File: src/rtl/lm70_spi_responder_if.sv
// lm70_spi_responder_if: SPI pin bundle between an LM70 master and the responder.
//  cs_n    chip select, active-low (master -> responder)
//  sck     SPI clock, idle low (master -> responder)
//  sio_in  SIO pad input, command phase only (master -> responder)
//  sio_out SIO data to master (responder -> master)
//  sio_oe  SIO output enable, 1 = responder drives (responder -> master)
interface lm70_spi_responder_if;
  logic cs_n;
  logic sck;
  logic sio_in;
  logic sio_out;
  logic sio_oe;
  modport master (output cs_n, sck, sio_in, input sio_out, sio_oe);
  modport slave (input cs_n, sck, sio_in, output sio_out, sio_oe);
endinterface

File: src/rtl/lm70_spi_responder.sv
// lm70_spi_responder: LM70-compatible SPI temperature-sensor responder, oversampling the SPI pins on clk.
//  clk, rst      system clock, asynchronous active-high reset
//  spi           SPI pins (slave modport of lm70_spi_responder_if)
//  temp_in       11-bit two's complement temperature, 0.25 C/LSB
//  temp_load     one-cycle strobe capturing temp_in
//  frame_active  high while a selected frame is in progress
//  frame_done    pulse: CS rose after >= FRAME_BITS bits
//  frame_abort   pulse: CS rose after < FRAME_BITS bits
//  shutdown      shutdown mode flag (tied 0 unless LM70_RESP_SHUTDOWN_EN is defined)
//  Define LM70_RESP_SHUTDOWN_EN to add the 8-bit command phase and shutdown mode.
module lm70_spi_responder #(
  parameter int FRAME_BITS  = 16,
  parameter int SYNC_STAGES = 2
) (
  input  logic                       clk,
  input  logic                       rst,
  lm70_spi_responder_if.slave        spi,
  input  logic [10:0]                temp_in,
  input  logic                       temp_load,
  output logic                       frame_active,
  output logic                       frame_done,
  output logic                       frame_abort,
  output logic                       shutdown
);
  localparam int CW = $clog2(FRAME_BITS + 1);
  localparam logic [CW-1:0] FULL = CW'(FRAME_BITS);
  localparam logic [CW-1:0] LAST = CW'(FRAME_BITS - 1);
`ifdef LM70_RESP_SHUTDOWN_EN
  typedef enum logic [1:0] {IDLE, SHIFT, CMD} state_t;
`else
  typedef enum logic [1:0] {IDLE, SHIFT} state_t;
`endif
  state_t state_q, state_d;
  logic [SYNC_STAGES-1:0] cs_sync_q, cs_sync_d, sck_sync_q, sck_sync_d, vld_q, vld_d;
  logic cs_prev_q, sck_prev_q, armed_q, armed_d;
  logic [10:0] temp_q, temp_d;
  logic [15:0] shift_q, shift_d;
  logic [CW-1:0] cnt_q, cnt_d;
  logic sio_out_q, sio_out_d, sio_oe_q, sio_oe_d;
  logic active_q, active_d, done_q, done_d, abort_q, abort_d;
  logic cs_s, sck_s, cs_fall, cs_rise, sck_fall;
`ifdef LM70_RESP_SHUTDOWN_EN
  logic [SYNC_STAGES-1:0] sio_sync_q, sio_sync_d;
  logic [7:0] cmd_q, cmd_d;
  logic [3:0] ccnt_q, ccnt_d;
  logic sd_q, sd_d, sck_rise;
`endif
  assign cs_s     = cs_sync_q[SYNC_STAGES-1];
  assign sck_s    = sck_sync_q[SYNC_STAGES-1];
  assign cs_fall  = cs_prev_q & ~cs_s;
  assign cs_rise  = ~cs_prev_q & cs_s;
  assign sck_fall = sck_prev_q & ~sck_s;
`ifdef LM70_RESP_SHUTDOWN_EN
  assign sck_rise = ~sck_prev_q & sck_s;
  assign shutdown = sd_q;
`else
  assign shutdown = 1'b0;
`endif
  assign spi.sio_out  = sio_out_q;
  assign spi.sio_oe   = sio_oe_q;
  assign frame_active = active_q;
  assign frame_done   = done_q;
  assign frame_abort  = abort_q;
  always_comb begin
    cs_sync_d  = {cs_sync_q[SYNC_STAGES-2:0], spi.cs_n};
    sck_sync_d = {sck_sync_q[SYNC_STAGES-2:0], spi.sck};
    vld_d      = {vld_q[SYNC_STAGES-2:0], 1'b1};
    temp_d     = temp_load ? temp_in : temp_q;
    // Arm only on a cs_n=1 that came from the pin, not from the synchroniser reset value.
    armed_d    = armed_q | (vld_q[SYNC_STAGES-1] & cs_s);
    state_d    = state_q;
    shift_d    = shift_q;
    cnt_d      = cnt_q;
    sio_out_d  = sio_out_q;
    sio_oe_d   = sio_oe_q;
    active_d   = active_q;
    done_d     = 1'b0;
    abort_d    = 1'b0;
`ifdef LM70_RESP_SHUTDOWN_EN
    sio_sync_d = {sio_sync_q[SYNC_STAGES-2:0], spi.sio_in};
    cmd_d      = cmd_q;
    ccnt_d     = ccnt_q;
    sd_d       = sd_q;
`endif
    if (state_q == IDLE) begin
      if (armed_q && cs_fall) begin
`ifdef LM70_RESP_SHUTDOWN_EN
        shift_d = sd_q ? 16'h800F : {temp_d, 5'b11111};
`else
        shift_d = {temp_d, 5'b11111};
`endif
        sio_out_d = shift_d[15];
        cnt_d     = '0;
        sio_oe_d  = 1'b1;
        active_d  = 1'b1;
        state_d   = SHIFT;
      end
    end else if (cs_rise) begin
      // CS rise outranks a coincident SCK fall, so that bit is never counted.
      state_d   = IDLE;
      sio_oe_d  = 1'b0;
      sio_out_d = 1'b0;
      active_d  = 1'b0;
      done_d    = cnt_q == FULL;
      abort_d   = cnt_q != FULL;
`ifdef LM70_RESP_SHUTDOWN_EN
      if (state_q == CMD && ccnt_q == 4'd8 && cmd_q == 8'hFF) sd_d = 1'b1;
      if (state_q == CMD && ccnt_q == 4'd8 && cmd_q == 8'h00) sd_d = 1'b0;
`endif
    end else if (state_q == SHIFT) begin
      if (sck_fall) begin
        shift_d   = {shift_q[14:0], 1'b0};
        sio_out_d = shift_q[14];
        cnt_d     = cnt_q == FULL ? cnt_q : cnt_q + 1'b1;
`ifdef LM70_RESP_SHUTDOWN_EN
        if (cnt_q == LAST) begin
          state_d   = CMD;
          sio_oe_d  = 1'b0;
          sio_out_d = 1'b0;
          cmd_d     = '0;
          ccnt_d    = '0;
        end
`endif
      end
`ifdef LM70_RESP_SHUTDOWN_EN
    end else if (sck_rise && ccnt_q != 4'd8) begin
      // sio_in goes through the same sync depth as sck, so it is sampled just after the pin rise.
      cmd_d  = {cmd_q[6:0], sio_sync_q[SYNC_STAGES-1]};
      ccnt_d = ccnt_q + 4'd1;
`endif
    end
  end
  always_ff @(posedge clk or posedge rst) begin
    if (rst) begin
      cs_sync_q  <= '1;
      sck_sync_q <= '0;
      vld_q      <= '0;
      cs_prev_q  <= 1'b1;
      sck_prev_q <= 1'b0;
      armed_q    <= 1'b0;
      temp_q     <= '0;
      state_q    <= IDLE;
      shift_q    <= '0;
      cnt_q      <= '0;
      sio_out_q  <= 1'b0;
      sio_oe_q   <= 1'b0;
      active_q   <= 1'b0;
      done_q     <= 1'b0;
      abort_q    <= 1'b0;
`ifdef LM70_RESP_SHUTDOWN_EN
      sio_sync_q <= '0;
      cmd_q      <= '0;
      ccnt_q     <= '0;
      sd_q       <= 1'b0;
`endif
    end else begin
      cs_sync_q  <= cs_sync_d;
      sck_sync_q <= sck_sync_d;
      vld_q      <= vld_d;
      cs_prev_q  <= cs_s;
      sck_prev_q <= sck_s;
      armed_q    <= armed_d;
      temp_q     <= temp_d;
      state_q    <= state_d;
      shift_q    <= shift_d;
      cnt_q      <= cnt_d;
      sio_out_q  <= sio_out_d;
      sio_oe_q   <= sio_oe_d;
      active_q   <= active_d;
      done_q     <= done_d;
      abort_q    <= abort_d;
`ifdef LM70_RESP_SHUTDOWN_EN
      sio_sync_q <= sio_sync_d;
      cmd_q      <= cmd_d;
      ccnt_q     <= ccnt_d;
      sd_q       <= sd_d;
`endif
    end
  end
endmodule

File: src/flat_wrapper.sv
// flat-port wrapper written by rule: the top's interface ports become plain ports
module lm70_spi_responder_flat 
#(
  parameter int FRAME_BITS  = 16,
  parameter int SYNC_STAGES = 2
)
  (clk, rst, temp_in, temp_load, frame_active, frame_done, frame_abort, shutdown, spi_cs_n, spi_sck, spi_sio_in, spi_sio_out, spi_sio_oe);
  lm70_spi_responder_if spi_i ();
  input  logic clk;
  input  logic rst;
  input  logic [10:0] temp_in;
  input  logic temp_load;
  output logic frame_active;
  output logic frame_done;
  output logic frame_abort;
  output logic shutdown;
  input wire logic [$bits(spi_i.cs_n)-1:0] spi_cs_n;
  input wire logic [$bits(spi_i.sck)-1:0] spi_sck;
  input wire logic [$bits(spi_i.sio_in)-1:0] spi_sio_in;
  output wire logic [$bits(spi_i.sio_out)-1:0] spi_sio_out;
  output wire logic [$bits(spi_i.sio_oe)-1:0] spi_sio_oe;
  assign spi_i.cs_n = spi_cs_n;
  assign spi_i.sck = spi_sck;
  assign spi_i.sio_in = spi_sio_in;
  assign spi_sio_out = spi_i.sio_out;
  assign spi_sio_oe = spi_i.sio_oe;
  lm70_spi_responder #(.FRAME_BITS(FRAME_BITS), .SYNC_STAGES(SYNC_STAGES)) u_core (.clk(clk), .rst(rst), .spi(spi_i), .temp_in(temp_in), .temp_load(temp_load), .frame_active(frame_active), .frame_done(frame_done), .frame_abort(frame_abort), .shutdown(shutdown));
endmodule
File: config.mk
export PLATFORM = sky130hd
export DESIGN_NAME = lm70_spi_responder_flat
export DESIGN_NICKNAME = d
export VERILOG_FILES = /design/src/rtl/lm70_spi_responder_if.sv /design/src/rtl/lm70_spi_responder.sv /design/src/flat_wrapper.sv
export SDC_FILE = /design/constraint.sdc
export NUM_CORES = 1
export LEC_CHECK = 0
export ABC_AREA = 1
export CORE_UTILIZATION = 44
export CTS_CLUSTER_DIAMETER = 100
export CTS_CLUSTER_SIZE = 40
export DETAILED_ROUTE_END_ITERATION = 10
export HOLD_SLACK_MARGIN = 0.1
export PLACE_DENSITY_LB_ADDON = 0.08
export RECOVER_POWER = 25
export SYNTH_ARGS = -nofsm -noshare
export SYNTH_HDL_FRONTEND = slang
export SYNTH_SLANG_ARGS = --single-unit
File: constraint.sdc
create_clock -name clk -period 1.63 [get_ports clk]
set_clock_uncertainty 0.1 [all_clocks]
set_input_delay 0.326 -clock clk [delete_from_list [all_inputs] [get_ports clk]]
set_output_delay 0.326 -clock clk [all_outputs]
set_load 0.02 [all_outputs]
==> flow_summary.rst, run 1 <==
.. list-table::
   :header-rows: 1

   * - Metric
     - Value
   * - Clock insertion delay at the later pin of the skew report
     - ~290 ps
   * - Post-synthesis cell type with the largest combined area
     - sky130_fd_sc_hd__dfrtp_1
   * - Cell type of the slowest stage on the worst timing path
     - sky130_fd_sc_hd__dfrtp_1
   * - Number of synthesis warnings
     - 0
   * - Synthesis-to-finish area growth
     - 17.92%
   * - Residual DRC
     - 0
   * - Count of hold-fix buffers inserted at cts
     - 0
   * - Tightest Pin Transition
     - 946.7 ps
   * - TritonCTS clock tree
     - yes
   * - Total nets after synthesis
     - approximately 250
   * - Clock input transition at the sequential cells of the worst setup and hold paths
     - 70 ps
   * - Last element of the critical path
     - frame_active
   * - Total non-filler cell area in the finished layout
     - ~2400 sq um
   * - Core Area
     - ~4400 sq um
   * - Area share of the largest cell type after synthesis
     - between 50% and 60%
   * - Class of the tightest hold or removal check
     - reg2reg
   * - Final routed wire length divided by cell count
     - 10.46 um
   * - Post-DRT Antenna Nets
     - 0
   * - Most common cell in the synthesized netlist
     - sky130_fd_sc_hd__nand2_1
   * - H-tree lvl count
     - 2
   * - Root Driver
     - sky130_fd_sc_hd__clkbuf_8
   * - Overall power of the completed layout
     - between 2 and 3 mW
   * - Max-slew violation total from the final report
     - 0
   * - Flop and latch count out of synthesis
     - 44
   * - Data arrival time at the worst-slack endpoint
     - roughly 1100 ps
   * - Worst-case vdd ir drop
     - 0.7596 mV
   * - Area enclosed by the die boundary
     - 4862 sq um
   * - Wire length of the first global-routing pass
     - 6072 um
   * - Crit. End Element
     - output pin
   * - # IOs
     - 23
   * - Run status
     - completed
   * - Unrepaired setup endpoints after global routing
     - false
   * - Aggregate global-route resource usage
     - about 16%
   * - Area of placed instances
     - 2283 sq um
   * - Worst flop-to-flop path endpoint
     - u_core.shift_q[14]$_DFFE_PP0P_
   * - Number of distinct standard cells referenced by the synthesized netlist
     - 26
   * - Critical Path Fanout Max
     - 2
   * - Setup slack of the worst register-to-register path
     - 110 ps
   * - Cell Pwr Density
     - about 1200 nW/um^2
   * - DRC marker count from the first detailed-route iteration
     - between 70 and 80
   * - Period utilization
     - a little over nine tenths
   * - Clock Path Buffers
     - 2
   * - Via count
     - around 1400
   * - Initial cell density of the core
     - 46.03%
   * - Mapped Cells
     - between 200 and 250
   * - Total overflow reported by the global router
     - 0
   * - Met3 Resource Use GR
     - 4.651%
   * - Total wire length
     - between 3000 and 4000 um
   * - P_leak
     - 1.220 nW
   * - Detailed-placement wirelength estimate
     - roughly 2100 um
   * - Cell types occupying the most area after synthesis
     - sky130_fd_sc_hd__dfrtp_1 51%, sky130_fd_sc_hd__nand2_1 15%, sky130_fd_sc_hd__inv_1 5.8%
   * - Routability congestion estimate
     - between 0.7 and 0.8
   * - Data required, critical path
     - between 1000 and 1500 ps
   * - CTS buffer count
     - 5
   * - Number of hold-slack violations in the final timing report
     - 0
   * - Synth Flop Type
     - sky130_fd_sc_hd__dfrtp_1
   * - Portion of the post-synthesis area used by sequential elements
     - between 50% and 60%
   * - First-pass iteration count of the detailed router
     - 4
   * - Number of failing setup endpoints in the final timing report
     - 0
   * - Max Cap Viol
     - 0
   * - Vias in the first global route
     - 1403
   * - EDFF count, synth
     - 0
   * - CTS sink cnt
     - 44
   * - Slew headroom
     - 36.89%
   * - Total Nets Final
     - between 200 and 300
   * - Largest net degree at the start of global routing
     - 45
   * - Fraction of met1 tracks used by global routing
     - roughly 20%
   * - Post-synth top cells
     - 82 x sky130_fd_sc_hd__nand2_1, 41 x sky130_fd_sc_hd__dfrtp_1, 31 x sky130_fd_sc_hd__inv_1
   * - Top Usage Layer GRT
     - met2
   * - Avg Vias per Cell
     - between 4 and 5
   * - R2r worst-path depth
     - 6
   * - Critical Setup Path Class
     - reg2out
   * - Post-Syn Area
     - 2018 sq um
   * - Startpoint Class
     - register
   * - Ratio of cells with drive above 1 in the final layout
     - between 15 and 20%
   * - # diodes
     - 0
   * - Maximum cell stage delay along the critical path
     - 410 ps
   * - Die Ht
     - ~70 um
   * - GR Layer Usage met2
     - between 20% and 30%
   * - Worst-path cell chain
     - buf_4 > dlygate4sd2_1
   * - Fraction of registers with async set or reset after synthesis
     - 100.0%
   * - Count of buffers inserted at the top-level ports
     - 20
   * - Die Wd
     - 69.73 um
   * - Critical Path Source
     - u_core.state_q[0]$_DFFE_PP0P_
   * - Std-Cell Rows
     - 24
   * - Min Tclk post-route
     - 1570 ps
   * - Highest clock rate
     - approximately 640 MHz
   * - Antenna violations before repair
     - 0
   * - Startpoint of the lowest-slack register-to-register path
     - u_core.cs_prev_q$_DFF_PP1_
   * - Mean cell area of the mapped netlist
     - 8.699 sq um
## cells by family (layout without fill, tap and decap cells)
family	Yosys count	after routing	synth area share (%)
DFF	44	44	54.74
and+or+nand+nor	107	108	23.00
adders and majority gates	2	2	1.240
buffers and inverters	45	69	10.72
other	2	2	0.3721
AOI/OAI and AO/OA	32	32	9.919
## cell usage in the layout (no fill, tap or decap), drive strengths merged
cell | synthesis | routed
buf | 10 | 6
nand4 | 2 | 2
dfstp | 3 | 3
dlygate4sd2 | 0 | 5
dfrtp | 41 | 41
ha | 2 | 2
dlygate4sd3 | 0 | 2
clkdlybuf4s50 | 0 | 13
clkbuf | 0 | 7
inv | 35 | 35
nor2 | 8 | 9
nor3 | 1 | 1
nand2 | 87 | 87
nand3b | 1 | 1
conb | 2 | 2
a21o | 1 | 1
a21oi | 2 | 2
bufinv | 0 | 1
o21ai | 29 | 29
nand3 | 8 | 8
## critical path: cells and delay by family (launching register included)
family	cells	cell delay, ps
buffers and inverters	2	450
DFF	1	410
## worst min-delay path by stage
| stage | from | to | slack (ps) | cells after the start |
|---|---|---|---|---|
| 3_5_place_dp | u_core.sck_sync_q[0]$_DFF_PP0_ | u_core.sck_sync_q[1]$_DFF_PP0_ | 240 | 0 |
| 6_report | u_core.vld_q[0]$_DFF_PP0_ | u_core.vld_q[1]$_DFF_PP0_ | 250 | 0 |
| 4_1_cts | u_core.sck_sync_q[0]$_DFF_PP0_ | u_core.sck_sync_q[1]$_DFF_PP0_ | 250 | 0 |
| 5_1_grt | u_core.vld_q[0]$_DFF_PP0_ | u_core.vld_q[1]$_DFF_PP0_ | 260 | 0 |
| 2_1_floorplan | spi_cs_n | u_core.cs_sync_q[0]$_DFF_PP1_ | 230 | 0 |
| 3_3_place_gp | u_core.sck_sync_q[0]$_DFF_PP0_ | u_core.sck_sync_q[1]$_DFF_PP0_ | 230 | 0 |
## repair_timing
item                       4_1_cts  5_1_grt
gates resized for setup          5        1
setup endpoints to repair       11        5
setup buffers                    0        0
pin swaps                        1        1
gates cloned                     1        0
## flip-flops by register name (all words and copies together), names as in the netlist
name and cells:
u_core.armed_q 1, u_core.cnt_q 5, u_core.cs_prev_q 1, u_core.cs_sync_q 2, u_core.frame_abort 1, u_core.frame_done 1, u_core.sck_prev_q 1, u_core.sck_sync_q 2
u_core.shift_q 15, u_core.spi.sio_out 1, u_core.state_q 1, u_core.temp_q 11, u_core.vld_q 2
## power by group
group	total [mW]	switching [mW]	internal [mW]
clock	0.797	0.339	0.458
sequential	1.38	0.0900	1.29
combinational	0.653	0.394	0.259
total	2.83	0.822	2.01
## area by class of cell
type                            count  area (sq um)
Inverter                           35         133.9
Multi-Input combinational cell    144         708.2
Fill cell                         411          2004
Sequential cell                    44          1105
Clock inverter                      1         30.03
Tap cell                           52         65.06
Timing Repair Buffer               26         261.5
Clock buffer                        7         76.32
## routing by layer
| layer | share of wire, % | wire [um] | vias to the layer above |
|---|---|---|---|
| met1 | 48 | 1535 | 614 |
| met3 | 4.7 | 152 | 4 |
| met2 | 47 | 1506 | 29 |
| met4 | 1.1 | 36 | 0 |
| li1 | - | - | 747 |
| met5 | 0 | 0 | - |
## stage by stage
step	worst slack [ps]	util [%]	instances	hold WS, ps	setup TNS (ps)
floorplan	177.9	-	232	230.5	0
global placement	-58.13	52.08	300	233.2	-354.2
detailed placement	-73.55	52.08	300	235.8	-332.2
CTS	40.23	54.62	309	254.0	0
global route	0.3931	54.28	309	255.9	0
finish	60.41	54.28	309	250.6	0
No activity file was read; power rests on OpenSTA's default activity.
==> run 2, diff against run 1 <==
Settings changed: CORE_UTILIZATION 44 to 50.
==> run 2 against run 1 <==
  * Clock power rose by 11%
  * Non-clock buffer count rose by 1
  * Sequential share of layout area fell by 0.36 points
  * Sequential power barely moved
  * First-iteration DRC count fell by 7.8%
  * Maximum frequency fell by 0.82%
  * Register-to-register slack improved by 30 ps
  * Critical path depth did not move
  * Via count rose by 2.0%
  * Worst hold slack got worse by 0.78 ps
  * Largest power group unchanged
==> flow_summary.rst, run 2 (synthesis results as in run 1) <==
.. list-table::
   :header-rows: 1

   * - Metric
     - Value
   * - Synthesis-to-finish area growth
     - 18.85%
   * - Unrepaired setup endpoints after global routing
     - false
   * - Largest net degree at the start of global routing
     - 32
   * - CTS sink cnt
     - between 40 and 50
   * - Clock input transition at the sequential cells of the worst setup and hold paths
     - approximately 70 ps
   * - Total Nets Final
     - about 280
   * - Residual DRC
     - 0
   * - Biggest registers after layout
     - u_core.shift_q (15), u_core.temp_q (11), u_core.cnt_q (5)
   * - Clock insertion delay at the later pin of the skew report
     - a little under 300 ps
   * - # IOs
     - 23
   * - Setup slack of the worst register-to-register path
     - around 140 ps
   * - P_leak
     - ~1.2 nW
   * - Avg Vias per Cell
     - 4.647
   * - Most common cell after layout, fill and taps aside
     - sky130_fd_sc_hd__nand2_1
   * - Detailed-placement wirelength estimate
     - approximately 2200 um
   * - Min Tclk post-route
     - 1583 ps
   * - Number of cells in the design after placement
     - 297
   * - Number of hold-slack violations in the final timing report
     - 0
   * - DRC marker count from the first detailed-route iteration
     - 71
   * - Max reg flops
     - 15
   * - Antenna violations before repair
     - 0
   * - Routability congestion estimate
     - 0.8006
   * - Vias in the first global route
     - between 1000 and 1500
   * - Root Driver
     - sky130_fd_sc_hd__clkbuf_8
   * - Initial cell density of the core
     - between 50% and 60%
   * - Crit. End Element
     - output pin
   * - Slew headroom
     - 50.67%
   * - Max Cap Viol
     - 0
   * - First-pass iteration count of the detailed router
     - 4
   * - Post-DRT Antenna Nets
     - 0
   * - Run status
     - completed
   * - Die Ht
     - between 60 and 70 um
   * - H-tree lvl count
     - 2
   * - # diodes
     - 0
   * - Total wire length
     - approximately 3300 um
   * - Tightest Pin Transition
     - 739.9 ps
   * - Die Wd
     - about 66 um
   * - Total overflow reported by the global router
     - 0
   * - Number of failing setup endpoints in the final timing report
     - 0
   * - Cell Pwr Density
     - between 1000 and 1500 nW/um^2
   * - Std-Cell Rows
     - 22
   * - Ratio of cells with drive above 1 in the final layout
     - about 16%
   * - Biggest register
     - u_core.shift_q
   * - Post-Route Setup TNS
     - 0 ps
   * - Critical Setup Path Class
     - reg2out
   * - Startpoint Class
     - register
   * - TritonCTS clock tree
     - yes
   * - Post-CTS setup buffers
     - 0
   * - Period utilization
     - 97.09%
   * - Aggregate global-route resource usage
     - 17.88%
   * - CTS buffer count
     - 5
   * - Area enclosed by the die boundary
     - 4294 sq um
   * - Max-slew violation total from the final report
     - 0
   * - Final core utilization
     - a little under two thirds
   * - Highest clock rate
     - ~630 MHz
   * - Wire length of the first global-routing pass
     - around 5700 um
   * - Class of the tightest hold or removal check
     - reg2reg
   * - Worst-case vdd ir drop
     - 0.7923 mV
   * - Count of buffers inserted at the top-level ports
     - 20
   * - Critical Path Fanout Max
     - 2
   * - Data required, critical path
     - ~1200 ps
   * - Core Area
     - 3771 sq um
   * - Final routed wire length divided by cell count
     - roughly 11 um
   * - Clock Path Buffers
     - 2
   * - Final instance count without filler cells
     - a little over 300
   * - Via count
     - roughly 1400
   * - Final Hold Slack
     - ~250 ps
   * - Data arrival time at the worst-slack endpoint
     - ~1200 ps
   * - Most frequent cells in the layout
     - 82 x sky130_fd_sc_hd__nand2_1, 41 x sky130_fd_sc_hd__dfrtp_1, 31 x sky130_fd_sc_hd__inv_1, 16 x sky130_fd_sc_hd__o21ai_0, 12 x sky130_fd_sc_hd__clkdlybuf4s50_1
==> run 2: through the flow <==
| stage | area [sq um] | power (mW) | worst slack (ps) |
|---|---|---|---|
| 5_1_grt | 2399 | 3.120 | 5.830 |
| 3_5_place_dp | 2298 | 2.080 | -30.36 |
| 4_1_cts | 2430 | 2.971 | 31.38 |
| 6_report | 2399 | 2.924 | 47.36 |
| 3_3_place_gp | 2298 | 2.060 | -25.47 |
| 2_1_floorplan | 2018 | 1.901 | 177.9 |
==> run 2: final timing paths <==
check,cells after the start,from,to
setup / recovery,2,u_core.state_q[0]$_DFFE_PP0P_,frame_active
min in group asynchronous,3,rst,u_core.sck_sync_q[0]$_DFF_PP0_
max in group asynchronous,3,rst,u_core.vld_q[1]$_DFF_PP0_
hold reg to reg,0,u_core.sck_sync_q[0]$_DFF_PP0_,u_core.sck_sync_q[1]$_DFF_PP0_
setup reg to reg,8,u_core.cs_sync_q[1]$_DFF_PP1_,u_core.shift_q[14]$_DFFE_PP0P_
hold / removal,0,u_core.sck_sync_q[0]$_DFF_PP0_,u_core.sck_sync_q[1]$_DFF_PP0_
==> run 2: timing repair <==
action	in CTS	in global routing
setup endpoints to repair	11	0
hold buffers	0	0
resized for setup	5	0
endpoints found under the hold margin	0	0
==> run 2: power by group <==
group,internal [mW],total (mW),switching (mW)
combinational,0.259,0.652,0.393
clock,0.540,0.885,0.344
sequential,1.29,1.39,0.0969
total,2.09,2.92,0.834
==> run 2: cell type report <==
class                   instances  area [sq um]
multi-input cells             144         708.2
well taps                      48         60.06
inverters                      35         133.9
repair buffers                 27         265.3
flip-flops and latches         44          1105
clock buffers                   7         96.34
clock inverters                 1         30.03
fillers                       343          1373
==> run 2: worst max-delay path, stage by stage (launching register included) <==
cell,delay (ps)
sky130_fd_sc_hd__dfrtp_1,410
sky130_fd_sc_hd__buf_4,140
sky130_fd_sc_hd__dlygate4sd2_1,310
==> run 2: per-layer routing <==
metal / GRT usage (%) / vias up / routed length (um)
li1: - / 751 / -
met1: 22.26 / 636 / 1565
met2: 30.15 / 27 / 1494
met3: 3.646 / 8 / 141
met4: 7.337 / 0 / 57
met5: 0 / - / 0
==> run 3, diff against run 2 <==
Clock period 1.63 ns to 1.45 ns, I/O delays scaled along.
==> run 3 against run 2 <==
  * Die area stayed put
  * Routed wire length increased by 1.8%
  * Worst setup slack got worse by 11 ps
  * Worst hold slack better by 9.3 ps
==> flow_summary.rst, run 3 (synthesis results as in run 1) <==
.. list-table::
   :header-rows: 1

   * - Metric
     - Value
   * - Maximum cell stage delay along the critical path
     - around 550 ps
   * - Vias in the first global route
     - between 1000 and 1500
   * - Setup slack of the worst register-to-register path
     - roughly 36 ps
   * - Die Ht
     - about 66 um
   * - H-tree lvl count
     - 2
   * - CP most frequent cell
     - sky130_fd_sc_hd__nand2_1
   * - Aggregate global-route resource usage
     - between 10% and 20%
   * - Root Driver
     - sky130_fd_sc_hd__clkbuf_8
   * - Last element of the critical path
     - u_core.shift_q[7]$_DFFE_PP0P_
   * - Total overflow reported by the global router
     - 0
   * - Area taken by multi-input logic gates
     - 721.9 sq um
   * - Die Wd
     - between 60 and 70 um
   * - Biggest register
     - u_core.shift_q
   * - Minimum setup slack in the final design
     - ~36 ps
   * - Kind of cell adding the most delay to the critical path
     - flip-flops
   * - TritonCTS clock tree
     - yes
   * - Residual DRC
     - 0
   * - Clock Path Buffers
     - 2
   * - Run status
     - completed
   * - CTS buffer count
     - 5
   * - CTS sink cnt
     - 44
   * - Worst-case vdd ir drop
     - slightly below 0.8 mV
   * - P_leak
     - ~1.3 nW
   * - Total wire length
     - ~3300 um
   * - Biggest registers after layout
     - u_core.shift_q (15), u_core.temp_q (11), u_core.cnt_q (5)
   * - Setup Slack @ Placement
     - -155.6 ps
   * - Switching portion of total power
     - a little under a third
   * - Detailed-placement wirelength estimate
     - 2317 um
   * - Worst Path Buf+Inv
     - 2
   * - Clock share of power
     - 24.7%
   * - Highest clock rate
     - approximately 710 MHz
   * - Via count
     - approximately 1400
   * - Total Nets Final
     - between 200 and 300
   * - Synthesis-to-finish area growth
     - 22.38%
   * - Period utilization
     - between 90% and 100%
   * - Layout filler cell count
     - ~310
   * - Core Area
     - around 3800 sq um
   * - Final routed wire length divided by cell count
     - 10.60 um
   * - Startpoint Class
     - register
   * - Worst-path cell chain
     - inv_2 > nor2_4 > nand2_2 > nand2_4 > nor2_8 > buf_12 > nand2_1 > nand2_1
   * - Cell type of the slowest stage on the worst timing path
     - sky130_fd_sc_hd__dfstp_2
   * - Number of cells in the design after placement
     - 303
   * - Ratio of cells with drive above 1 in the final layout
     - roughly 20%
   * - Internal power
     - about 2.2 mW
   * - Antenna violations before repair
     - 0
   * - Std-Cell Rows
     - 22
   * - Number of failing setup endpoints in the final timing report
     - 0
   * - Unrepaired setup endpoints after global routing
     - true
   * - Initial cell density of the core
     - a little over half
   * - Min Tclk post-route
     - around 1400 ps
   * - R2r worst-path depth
     - 8
   * - Sequential standard cell area
     - roughly 1100 sq um
   * - Max reg flops
     - 15
   * - Routability congestion estimate
     - approximately 0.84
   * - Logic depth of the worst setup path including buffers
     - 8
   * - Data required, critical path
     - 1530 ps
   * - Critical Path Fanout Max
     - 15
   * - Cell Pwr Density
     - between 1000 and 1500 nW/um^2
   * - Sequential power share
     - between 40% and 50%
   * - Count of buffers inserted at the top-level ports
     - 20
   * - # diodes
     - 0
   * - Number of hold-slack violations in the final timing report
     - 0
   * - Switching Power
     - slightly below 1 mW
   * - Wire length of the first global-routing pass
     - approximately 5700 um
   * - Crit. End Element
     - register
   * - Share of power burned in combinational logic
     - about a quarter
   * - Final instance count without filler cells
     - roughly 310
   * - # IOs
     - 23
   * - Area enclosed by the die boundary
     - approximately 4300 sq um
   * - Data arrival time at the worst-slack endpoint
     - 1500 ps
   * - Avg Vias per Cell
     - 4.572
   * - Most frequent cells in the layout
     - 78 x sky130_fd_sc_hd__nand2_1, 41 x sky130_fd_sc_hd__dfrtp_1, 30 x sky130_fd_sc_hd__inv_1, 15 x sky130_fd_sc_hd__o21ai_0, 12 x sky130_fd_sc_hd__clkdlybuf4s50_1
   * - Startpoint of the lowest-slack register-to-register path
     - u_core.cs_sync_q[1]$_DFF_PP1_
   * - Most common cell after layout, fill and taps aside
     - sky130_fd_sc_hd__nand2_1
   * - Critical Setup Path Class
     - reg2reg
   * - Max Cap Viol
     - 0
   * - Post-DRT Antenna Nets
     - 0
   * - Clock input transition at the sequential cells of the worst setup and hold paths
     - roughly 80 ps
   * - Critical Path Source
     - u_core.cs_sync_q[1]$_DFF_PP1_
   * - Max-slew violation total from the final report
     - 0
   * - Class of the tightest hold or removal check
     - reg2reg
   * - First-pass iteration count of the detailed router
     - 4
   * - Largest net degree at the start of global routing
     - 28
   * - Worst flop-to-flop path endpoint
     - u_core.shift_q[7]$_DFFE_PP0P_
   * - Clock insertion delay at the later pin of the skew report
     - around 290 ps
   * - DRC marker count from the first detailed-route iteration
     - 50
run 3: routing by layer:
metal	up-vias	GRT usage [%]	routed length [um]
met5	-	0	0
met4	0	6.522	47
met3	6	3.646	104
met2	22	30.41	1599
met1	641	21.31	1565
li1	762	-	-
run 3: worst min-delay path by stage:
stage | start | end | cells after the start
after floorplan | spi_cs_n | u_core.cs_sync_q[0]$_DFF_PP1_ | 0
after global placement | u_core.sck_sync_q[0]$_DFF_PP0_ | u_core.sck_sync_q[1]$_DFF_PP0_ | 0
after detailed placement | u_core.cs_sync_q[0]$_DFF_PP1_ | u_core.cs_sync_q[1]$_DFF_PP1_ | 0
after CTS | u_core.cs_sync_q[0]$_DFF_PP1_ | u_core.cs_sync_q[1]$_DFF_PP1_ | 0
after global routing | u_core.cs_sync_q[0]$_DFF_PP1_ | u_core.cs_sync_q[1]$_DFF_PP1_ | 0
final | u_core.cs_sync_q[0]$_DFF_PP1_ | u_core.cs_sync_q[1]$_DFF_PP1_ | 0
run 3: repair_timing:
item                                   4_1_cts  5_1_grt
gates cloned                                 0        0
hold buffers                                 1        0
endpoints found under the hold margin        1        0
buffers inserted                             0        1
setup endpoints to repair                    9       22
resized for setup                            8       11
pin swaps                                    0        1
run 3: power by group through the flow:
stage	combinational (mW)	sequential (mW)	clock (mW)
after global routing	0.953	1.56	0.859
after detailed placement	0.841	1.56	0
after floorplan	0.564	1.57	0
after global placement	0.828	1.55	0
final	0.845	1.54	0.782
after CTS	0.838	1.54	0.812
run 3: area by class of cell:
cell class | instances | share of cell area, %
Multi-Input combinational cell | 143 | 29.23
Inverter | 35 | 5.420
Timing Repair Buffer | 35 | 14.39
Tap cell | 48 | 2.432
Clock buffer | 7 | 3.495
Clock inverter | 1 | 0.3040
Sequential cell | 44 | 44.73
run 3: stage by stage:
stage / instance area [sq um] / power (mW) / hold WS, ps / util (%) / TNS, ps
5_1_grt: 2470 / 3.370 / 264.1 / 65.49 / -268.0
4_1_cts: 2449 / 3.190 / 261.5 / 64.93 / 0
2_1_floorplan: 2018 / 2.137 / 194.5 / - / 0
3_3_place_gp: 2344 / 2.379 / 234.1 / 62.14 / -1272
3_5_place_dp: 2344 / 2.402 / 249.7 / 62.14 / -1430
6_report: 2470 / 3.166 / 259.1 / 65.49 / 0
